==> src/rtl/count_8.sv <==
// Up/down counter with synchronous parallel load and asynchronous active-low clear.
// The output is taken directly from the count register, so no input has a combinational path to it.
module count_8 #(
   parameter int WIDTH = 8
) (
   input  logic             clk,
   input  logic             rstn,
   input  logic             dir,
   input  logic             load,
   input  logic [WIDTH-1:0] in,
   output logic [WIDTH-1:0] out
);

   localparam logic [WIDTH-1:0] ONE  = {{(WIDTH-1){1'b0}}, 1'b1};
   localparam logic [WIDTH-1:0] ZERO = {WIDTH{1'b0}};

   logic [WIDTH-1:0] count_q;
   logic [WIDTH-1:0] count_d;

   // Next count: load has priority; otherwise step by one, wrapping modulo 2**WIDTH.
   always_comb begin
      count_d = count_q;
      if (load) begin
         count_d = in;
      end else if (dir) begin
         count_d = count_q + ONE;
      end else begin
         count_d = count_q - ONE;
      end
   end

   // Count register, cleared immediately when rstn falls.
   always_ff @(posedge clk or negedge rstn) begin
      if (!rstn) begin
         count_q <= ZERO;
      end else begin
         count_q <= count_d;
      end
   end

   assign out = count_q;

endmodule

==> config.mk <==
export PLATFORM = sky130hd
export DESIGN_NAME = count_8
export DESIGN_NICKNAME = d
export VERILOG_FILES = /design/src/rtl/count_8.sv
export SDC_FILE = /design/constraint.sdc
export NUM_CORES = 1
export LEC_CHECK = 0
export CORE_MARGIN = 4
export CORE_UTILIZATION = 44
export CTS_CLUSTER_SIZE = 25
export DETAILED_ROUTE_END_ITERATION = 12
export GPL_ROUTABILITY_DRIVEN = 0
export PLACE_DENSITY = 0.79
export SLEW_MARGIN = 10
export SYNTH_ARGS = -nofsm -noshare
export SYNTH_HDL_FRONTEND = slang
export SYNTH_SLANG_ARGS = --single-unit
export TNS_END_PERCENT = 10
==> constraint.sdc <==
create_clock -name clk -period 2 [get_ports clk]
set_input_delay 0.4 -clock clk [delete_from_list [all_inputs] [get_ports clk]]
set_output_delay 0.4 -clock clk [all_outputs]
set_load 0.03 [all_outputs]
# Word-level counts from Yosys, hierarchy flattened
# Cells that the tools add are included.
# op_classes
addsub,2
mux,2
# op_table
operator,n
$mux 8,2
$add 8x1->8 const B,1
$sub 8x1->8 const B,1
# word_totals
out_inout_bits,8
ff_bits,8
word_cells,5

# Longest topological paths before layout
# Gate-level depths: netlist of the first run.
# logic_depth
depth_word,3
depth_mapped,6

# Worst setup path after synthesis of the first run
# No wires, ideal clock.
# synth_path
path_type,input port to flip-flop
from,input dir
to,"register count_q[7], in the netlist out[7]"
t_arrival_ns,1.659
cell_stages,6
n_path_buf,0
setup_slack_ns,0.274
path_cell_list,inv_1 ha_1 o21ai_2 o31a_1 a311oi_2 o221a_1
# synth_between
elab_chain_len,2
# synth_lines
element,line_no,text
start: declaration,8,"input logic dir,"
$mux 8,25,end else if (dir) begin
$mux 8,23,if (load) begin
named net count_d[7],18,logic [WIDTH-1:0] count_d;
end signal: assignment,37,count_q <= count_d;
end: declaration,17,logic [WIDTH-1:0] count_q;
# The timed path passes the listed nets, and every way through them passes these cells.

# Worst setup path after layout of the first run
# layout_path
from,"register count_q[0], in the netlist out[0]"
to,output out[0]
# layout_lines
element,line_no,text
end: declaration,11,output logic [WIDTH-1:0] out
# No word-level cell between the ends.

==> results of run 1 <==
-- metal layers --
layer	track usage (%)	vias to the layer above
li1	-	324
met1	22.51	311
met2	34.62	19
met4	11.93	0
met5	0	-
met3	7.031	5
-- power groups by stage --
stage | Clock (mW) | Combinational [mW] | Sequential (mW)
after global routing | 0.150 | 0.774 | 0.259
after global placement | 0 | 0.641 | 0.243
final | 0.132 | 0.713 | 0.252
after CTS | 0.135 | 0.660 | 0.242
after detailed placement | 0 | 0.656 | 0.244
after floorplan | 0 | 0.304 | 0.335
-- Yosys cell counts (2+ instances only) --
master / count
nor2_1: 2
clkbuf_1: 2
o21ai_0: 3
xnor2_1: 2
nand2_1: 7
o21bai_1: 2
inv_1: 3
ha_1: 6
nand4b_1: 2
o21ai_1: 4
a211oi_1: 4
dfrtp_1: 8
-- cell type report --
cell class	instances	area (um2)	area share (%)
timing repair buffer	31	282.8	27.94
tap	15	18.77	1.854
sequential	8	200.2	19.78
clock buffer	3	22.52	2.225
multi-input combinational	54	474.2	46.85
inverter	3	13.76	1.360
-- per-stage QoR --
| step | worst slack, ns | hold WS, ns |
|---|---|---|
| after floorplan | 0.2739 | 0.1044 |
| after global placement | -0.2967 | 0.5516 |
| after detailed placement | -0.3519 | 0.5522 |
| after CTS | 0.004229 | 0.4286 |
| after global routing | 0.1099 | 0.4254 |
| final | 0.1522 | 0.4188 |
-- kinds of logic (layout without fill, tap and decap cells) --
logic type	Yosys count	in the layout	share of synthesized area, %
flops	8	8	31.37
mux	1	1	1.765
buf+inv	5	37	2.941
xor+xnor	2	2	2.746
compound gates	25	25	30.20
fa+ha+maj	7	7	14.90
simple gates	19	19	16.08
-- worst max path at each step --
stage | from | to | slack, ns | cells past startpoint
4_1_cts | dir | out[6]$_DFF_PN0_ | 0.004 | 7
6_report | out[0]$_DFF_PN0_ | out[0] | 0.15 | 1
3_5_place_dp | dir | out[7]$_DFF_PN0_ | -0.35 | 7
3_3_place_gp | dir | out[7]$_DFF_PN0_ | -0.30 | 7
2_1_floorplan | dir | out[7]$_DFF_PN0_ | 0.27 | 6
5_1_grt | out[0]$_DFF_PN0_ | out[0] | 0.11 | 1
-- repair_timing --
item                       in CTS  in global routing
gates resized for setup         1                  9
hold buffers                    0                  0
pin swaps                       1                  0
setup endpoints to repair       2                  3
==> results.tsv, run 1 <==
stage	metric	value	unit
global_route	pin count of the biggest net entering global routing	12	
cts	CTS root buf	clkbuf_4	
worst_setup_path	register-to-register setup slack	0.36	ns
cells_and_area	Post-Layout Cell Count	114	
placement	IO Port Bufs	19	
run_status	outcome	finished, final reports clean	
logic_synthesis	Post-synth EDFFs	0	
timing	Hold Fails Final Rpt	0	
pwr	cell internal pwr	0.6453	mW
cells_and_area	Layout area overhead	58.63	%
worst_setup_path	Worst path top cell family by delay	buffers and inverters	
logic_synthesis	Synth Area per Inst	9.524	um2
logic_synthesis	Area contributors post-synth	dfrtp_1 31%, ha_1 12%, a211oi_1 4.7%	
detailed_routing	met2 WL	984	um
logic_synthesis	register area share after synthesis	31.37	%
timing	Slew Limit Fails	0	
cts	Max Root-Sink Buffers	2	
cts	Post-CTS Setup Bufs	0	
logic_synthesis	Mapped Area	638.1	um2
detailed_routing	DR iter-0 viols	6	
detailed_routing	Antenna Violating Nets Remaining	0	
flow_run	number of max-cap violations	0	
hold_path	worst hold path class	primary input to async pin	
cells_and_area	post-layout util	75.89	%
worst_setup_path	Crit-path slowest cell	clkdlybuf4s50_1	
cells_and_area	Filler Cell Count	94	
pwr	Final Total Pwr	1.096	mW
detailed_routing	met1 wire length	701	um
floorplanning	Die Y	46.08	um
cts	H-tree depth	1	
worst_setup_path	Critical Path Source Type	register	
worst_setup_path	required time of the critical path	1.60	ns
pwr	Seq pwr share	22.9	%
detailed_routing	DRT Wirelength	1859	um
pwr	Power Density	1083	nW/um2
logic_synthesis	Yosys Warn Count	0	
cts	CTS sink count	8	
pwr	Clk network pwr share	12.0	%
cells_and_area	most frequent cells in the layout	18 x clkdlybuf4s50_1, 12 x buf_4, 8 x dfrtp_1	
timing	unrepaired setup endpoints after global routing	no	
global_route	Overflow after GRT	0	
pwr	Switching Share	41.14	%
worst_setup_path	worst reg2reg endpoint	out[6]$_DFF_PN0_	
worst_setup_path	CP max stage delay	0.72	ns
floorplanning	num rows	13	
logic_synthesis	Async SR Flop Fraction	100.0	%
logic_synthesis	Synth cell types	34	
timing	crit path time final	1.848	ns
timing	part of the cycle the worst path needs	92.39	%
cells_and_area	commonest non-fill, non-tap cell in the layout	clkdlybuf4s50_1	
global_route	initial antenna violation count	0	
global_route	Total GRT Usage	20.75	%
pwr	Logic pwr share	65.0	%
global_route	vias in the first global route	695	
pwr	VDD IR-drop max	0.0005587	V
cts	clk slew on worst S/H paths	0.05	ns
cells_and_area	layout cells sized above 1	26.26	%
placement	dpl hpwl	1366	um
cts	TritonCTS clock tree	built	
worst_setup_path	CP Max Fanout	5	
worst_setup_path	Critical R2R Launch	out[0]$_DFF_PN0_	
logic_synthesis	Syn Inst Count	67	
worst_setup_path	CP Cell Sequence	clkdlybuf4s50_1	
detailed_routing	1st-pass router iterations	4	
worst_setup_path	critical path class	register to primary output	
logic_synthesis	Synth Flop Type	dfrtp_1	
worst_setup_path	Reg2Reg Depth	5	
timing	slew margin rel.	73.92	%
cells_and_area	Antenna Cells	0	
floorplanning	die area	2123	um2
cts	clk_lat worst skew	0.27	ns
floorplanning	Die X	46.08	um
detailed_routing	met3 wire len	120	um
logic_synthesis	top cell type's share of synthesized area	31.37	%
timing	post-route setup TNS	0	ns
timing	Worst Max-Slew Pin Slew	0.3899	ns
logic_synthesis	biggest area consumer among synthesized cells	dfrtp_1	
worst_setup_path	Setup crit end kind	primary output	
cells_and_area	Final Instance Area	1012	um2
timing	Fmax achieved	541.2	MHz
floorplanning	# IOs	20	
floorplanning	Initial Utilization	47.84	%
cells_and_area	fin nets	120	
floorplanning	CORE AREA	1334	um2
detailed_routing	Residual DRC	0	
detailed_routing	Via Count	659	
logic_synthesis	syn_nets	86	
logic_synthesis	synthesized flop and latch total	8	
placement	placed cells	111	
pwr	Leak	0.4112	nW
worst_setup_path	Crit path buffers/inverters	1	
global_route	first-pass GRT wire length	2994	um
timing	Final Skew	0.001265	ns
placement	area post-placement	929.6	um2
detailed_routing	Avg WL per Cell	16.31	um
cells_and_area	max FFs per register	8	
detailed_routing	uppermost layer routed	met4	
detailed_routing	Via density	5.781	
worst_setup_path	Worst EP arrival	1.45	ns
timing	final setup vio count	0	
cts	CTS Buf Count	3	
pwr	Sw Pwr	0.4510	mW
Note: power is estimated with default switching activity, not from simulation.
==> run 2, diff against run 1 <==
- CELL_PAD_IN_SITES_DETAIL_PLACEMENT: not set -> 1
- CELL_PAD_IN_SITES_GLOBAL_PLACEMENT: not set -> 1
- DONT_BUFFER_PORTS: not set -> 1
- PLACE_DENSITY: 0.79 -> 0.78
==> run 2 against run 1 <==
Effect of this change: sequential share of layout area rose by 7.5 points; register-to-register slack worse by 0.08 ns; die area unchanged; setup slack better by 0.12 ns; clock power hardly changed; core utilization shrank 21 points; worst hold slack worse by 0.19 ns; flip-flop and latch count unchanged; sequential power rose by 6%; critical path depth grew 4; global-route usage decreased by 2.2 points; critical path type is now register to register; largest power group unchanged.
==> results.tsv, run 2 (synthesis gave the netlist of run 1 again) <==
stage	metric	value	unit	change
global_route	initial antenna violation count	0		unchanged
cts	post-CTS sizing	0		-1
timing	unrepaired setup endpoints after global routing	no		
placement	dpl hpwl	1363	um	-0.22%
timing	slew margin rel.	71.85	%	-2.1 points
worst_setup_path	Critical R2R Launch	out[0]$_DFF_PN0_		
cells_and_area	most frequent cells in the layout	8 x dfrtp_1, 7 x nand2_1, 7 x buf_4		
cts	CTS Buf Count	3		unchanged
detailed_routing	1st-pass router iterations	4		unchanged
floorplanning	num rows	13		unchanged
pwr	Power Density	1238	nW/um2	+14%
floorplanning	# IOs	20		unchanged
flow_run	number of max-cap violations	0		unchanged
global_route	Total GRT Usage	18.56	%	-2.2 points
worst_setup_path	critical path class	register to register		
timing	Worst Max-Slew Pin Slew	0.4208	ns	+0.03090 ns
floorplanning	Die Y	46.08	um	unchanged
worst_setup_path	CP Max Fanout	5		unchanged
cells_and_area	fin nets	97		-19%
hold_path	Min-Delay Path Depth	1		
cells_and_area	Post-Layout Cell Count	91		-20%
worst_setup_path	Reg2Reg Depth	5		unchanged
cells_and_area	Final Instance Area	734.5	um2	-27%
worst_setup_path	register-to-register setup slack	0.28	ns	-0.08 ns
global_route	Overflow after GRT	0		unchanged
floorplanning	Initial Utilization	47.84	%	unchanged
floorplanning	Die X	46.08	um	unchanged
cells_and_area	max FFs per register	8		unchanged
detailed_routing	DR iter-0 viols	7		+1
worst_setup_path	critical path launch point	out[0]$_DFF_PN0_		
detailed_routing	Antenna Violating Nets Remaining	0		unchanged
detailed_routing	Via Count	582		-12%
cts	Hold-fix buffers, CTS	1		+1
worst_setup_path	Critical Path Source Type	register		
pwr	Leak	0.3073	nW	-25%
detailed_routing	met1 wire length	758	um	+8.1%
detailed_routing	DRT Wirelength	1698	um	-8.7%
placement	placed cells	87		-22%
timing	part of the cycle the worst path needs	86.21	%	-6.2 points
placement	IO Port Bufs	0		-19
floorplanning	CORE AREA	1334	um2	unchanged
pwr	VDD IR-drop max	0.0006313	V	+13%
worst_setup_path	Setup crit end kind	register		
worst_setup_path	required time of the critical path	2.12	ns	+0.52 ns
global_route	pin count of the biggest net entering global routing	18		+6
timing	Final Skew	0.003539	ns	+0.002274 ns
placement	area post-placement	701.9	um2	-24%
hold_path	min-delay src	load		
global_route	vias in the first global route	632		-9.1%
cts	H-tree depth	1		unchanged
detailed_routing	Avg WL per Cell	18.66	um	+14%
timing	Slew Limit Fails	0		unchanged
detailed_routing	uppermost layer routed	met4		
cells_and_area	Antenna Cells	0		unchanged
global_route	first-pass GRT wire length	2766	um	-7.6%
run_status	outcome	finished, final reports clean		
cells_and_area	commonest non-fill, non-tap cell in the layout	dfrtp_1		
detailed_routing	Via density	6.396		+11%
detailed_routing	met3 wire len	127	um	+5.8%
worst_setup_path	worst reg2reg endpoint	out[6]$_DFF_PN0_		
cts	clk_lat worst skew	0.26	ns	about the same
timing	crit path time final	1.724	ns	-0.1236 ns
cts	clk slew on worst S/H paths	0.06	ns	about the same
cts	Max Root-Sink Buffers	2		unchanged
cts	CTS sink count	8		unchanged
detailed_routing	met2 WL	801	um	-19%
cts	Post-CTS Setup Bufs	0		unchanged
timing	Fmax achieved	580.0	MHz	+7.2%
hold_path	Worst Hold Endpoint	out[2]$_DFF_PN0_		
cts	TritonCTS clock tree	built		
hold_path	worst hold path class	primary input to register		
timing	final setup vio count	0		unchanged
floorplanning	die area	2123	um2	unchanged
cells_and_area	Layout area overhead	15.10	%	
detailed_routing	Residual DRC	0		unchanged
worst_setup_path	Worst EP arrival	1.85	ns	+0.40 ns
cts	CTS root buf	clkbuf_4		
cells_and_area	layout cells sized above 1	19.74	%	-6.5 points
timing	Fin Hold WS	0.2305	ns	-0.1883 ns
timing	Hold Fails Final Rpt	0		unchanged
timing	post-route setup TNS	0	ns	unchanged
==> run 2: cell count changes in the layout (fill, tap and decap cells not counted), sizes merged <==
cell	delta
clkdlybuf4s50	-18
buf	-5
dlygate4sd3	+1
dlymetal6s2s	-1
==> run 2: through the flow <==
step | utilization, % | power [mW] | worst slack (ns)
detailed placement | 52.63 | 0.7771 | 0.09025
floorplan | - | 0.6397 | 0.2739
finish | 55.07 | 0.9092 | 0.2758
global route | 55.07 | 0.9807 | 0.1806
CTS | 55.07 | 0.9167 | 0.2925
global placement | 52.63 | 0.7554 | 0.1265
==> run 2: report_power, final <==
group          total (mW)  leakage (nW)  switching (mW)  internal, mW
clock network       0.131        0.0138          0.0622        0.0692
registers           0.266        0.0943          0.0576         0.208
logic               0.512         0.199           0.293         0.219
total               0.909         0.307           0.413         0.496
==> run 2: how the worst max path moves through the flow <==
stage | to | slack [ns]
CTS | out[6]$_DFF_PN0_ | 0.29
floorplan | out[7]$_DFF_PN0_ | 0.27
global route | out[6]$_DFF_PN0_ | 0.18
finish | out[6]$_DFF_PN0_ | 0.28
global placement | out[7]$_DFF_PN0_ | 0.13
detailed placement | out[7]$_DFF_PN0_ | 0.09
==> run 2: critical path: stages (launching register included) <==
cell	delay, ns
dfrtp_1	0.45
fa_1	0.47
a211oi_1	0.32
o21bai_1	0.14
nand4b_1	0.11
o211ai_1	0.09
==> run 2: layout make-up <==
cell class                      instances  area [um2]
Timing Repair Buffer                    8       62.56
Tap cell                               15       18.77
Sequential cell                         8       200.2
Clock buffer                            3       22.52
Inverter                                3       11.26
Multi-Input combinational cell         54       419.2
Fill cell                             163       599.3
==> run 2: metal layers <==
metal | GRT usage (%) | up-vias
met4 | 2.841 | 0
li1 | - | 277
met3 | 5.469 | 2
met2 | 32.42 | 19
met5 | 0 | -
met1 | 22.67 | 284
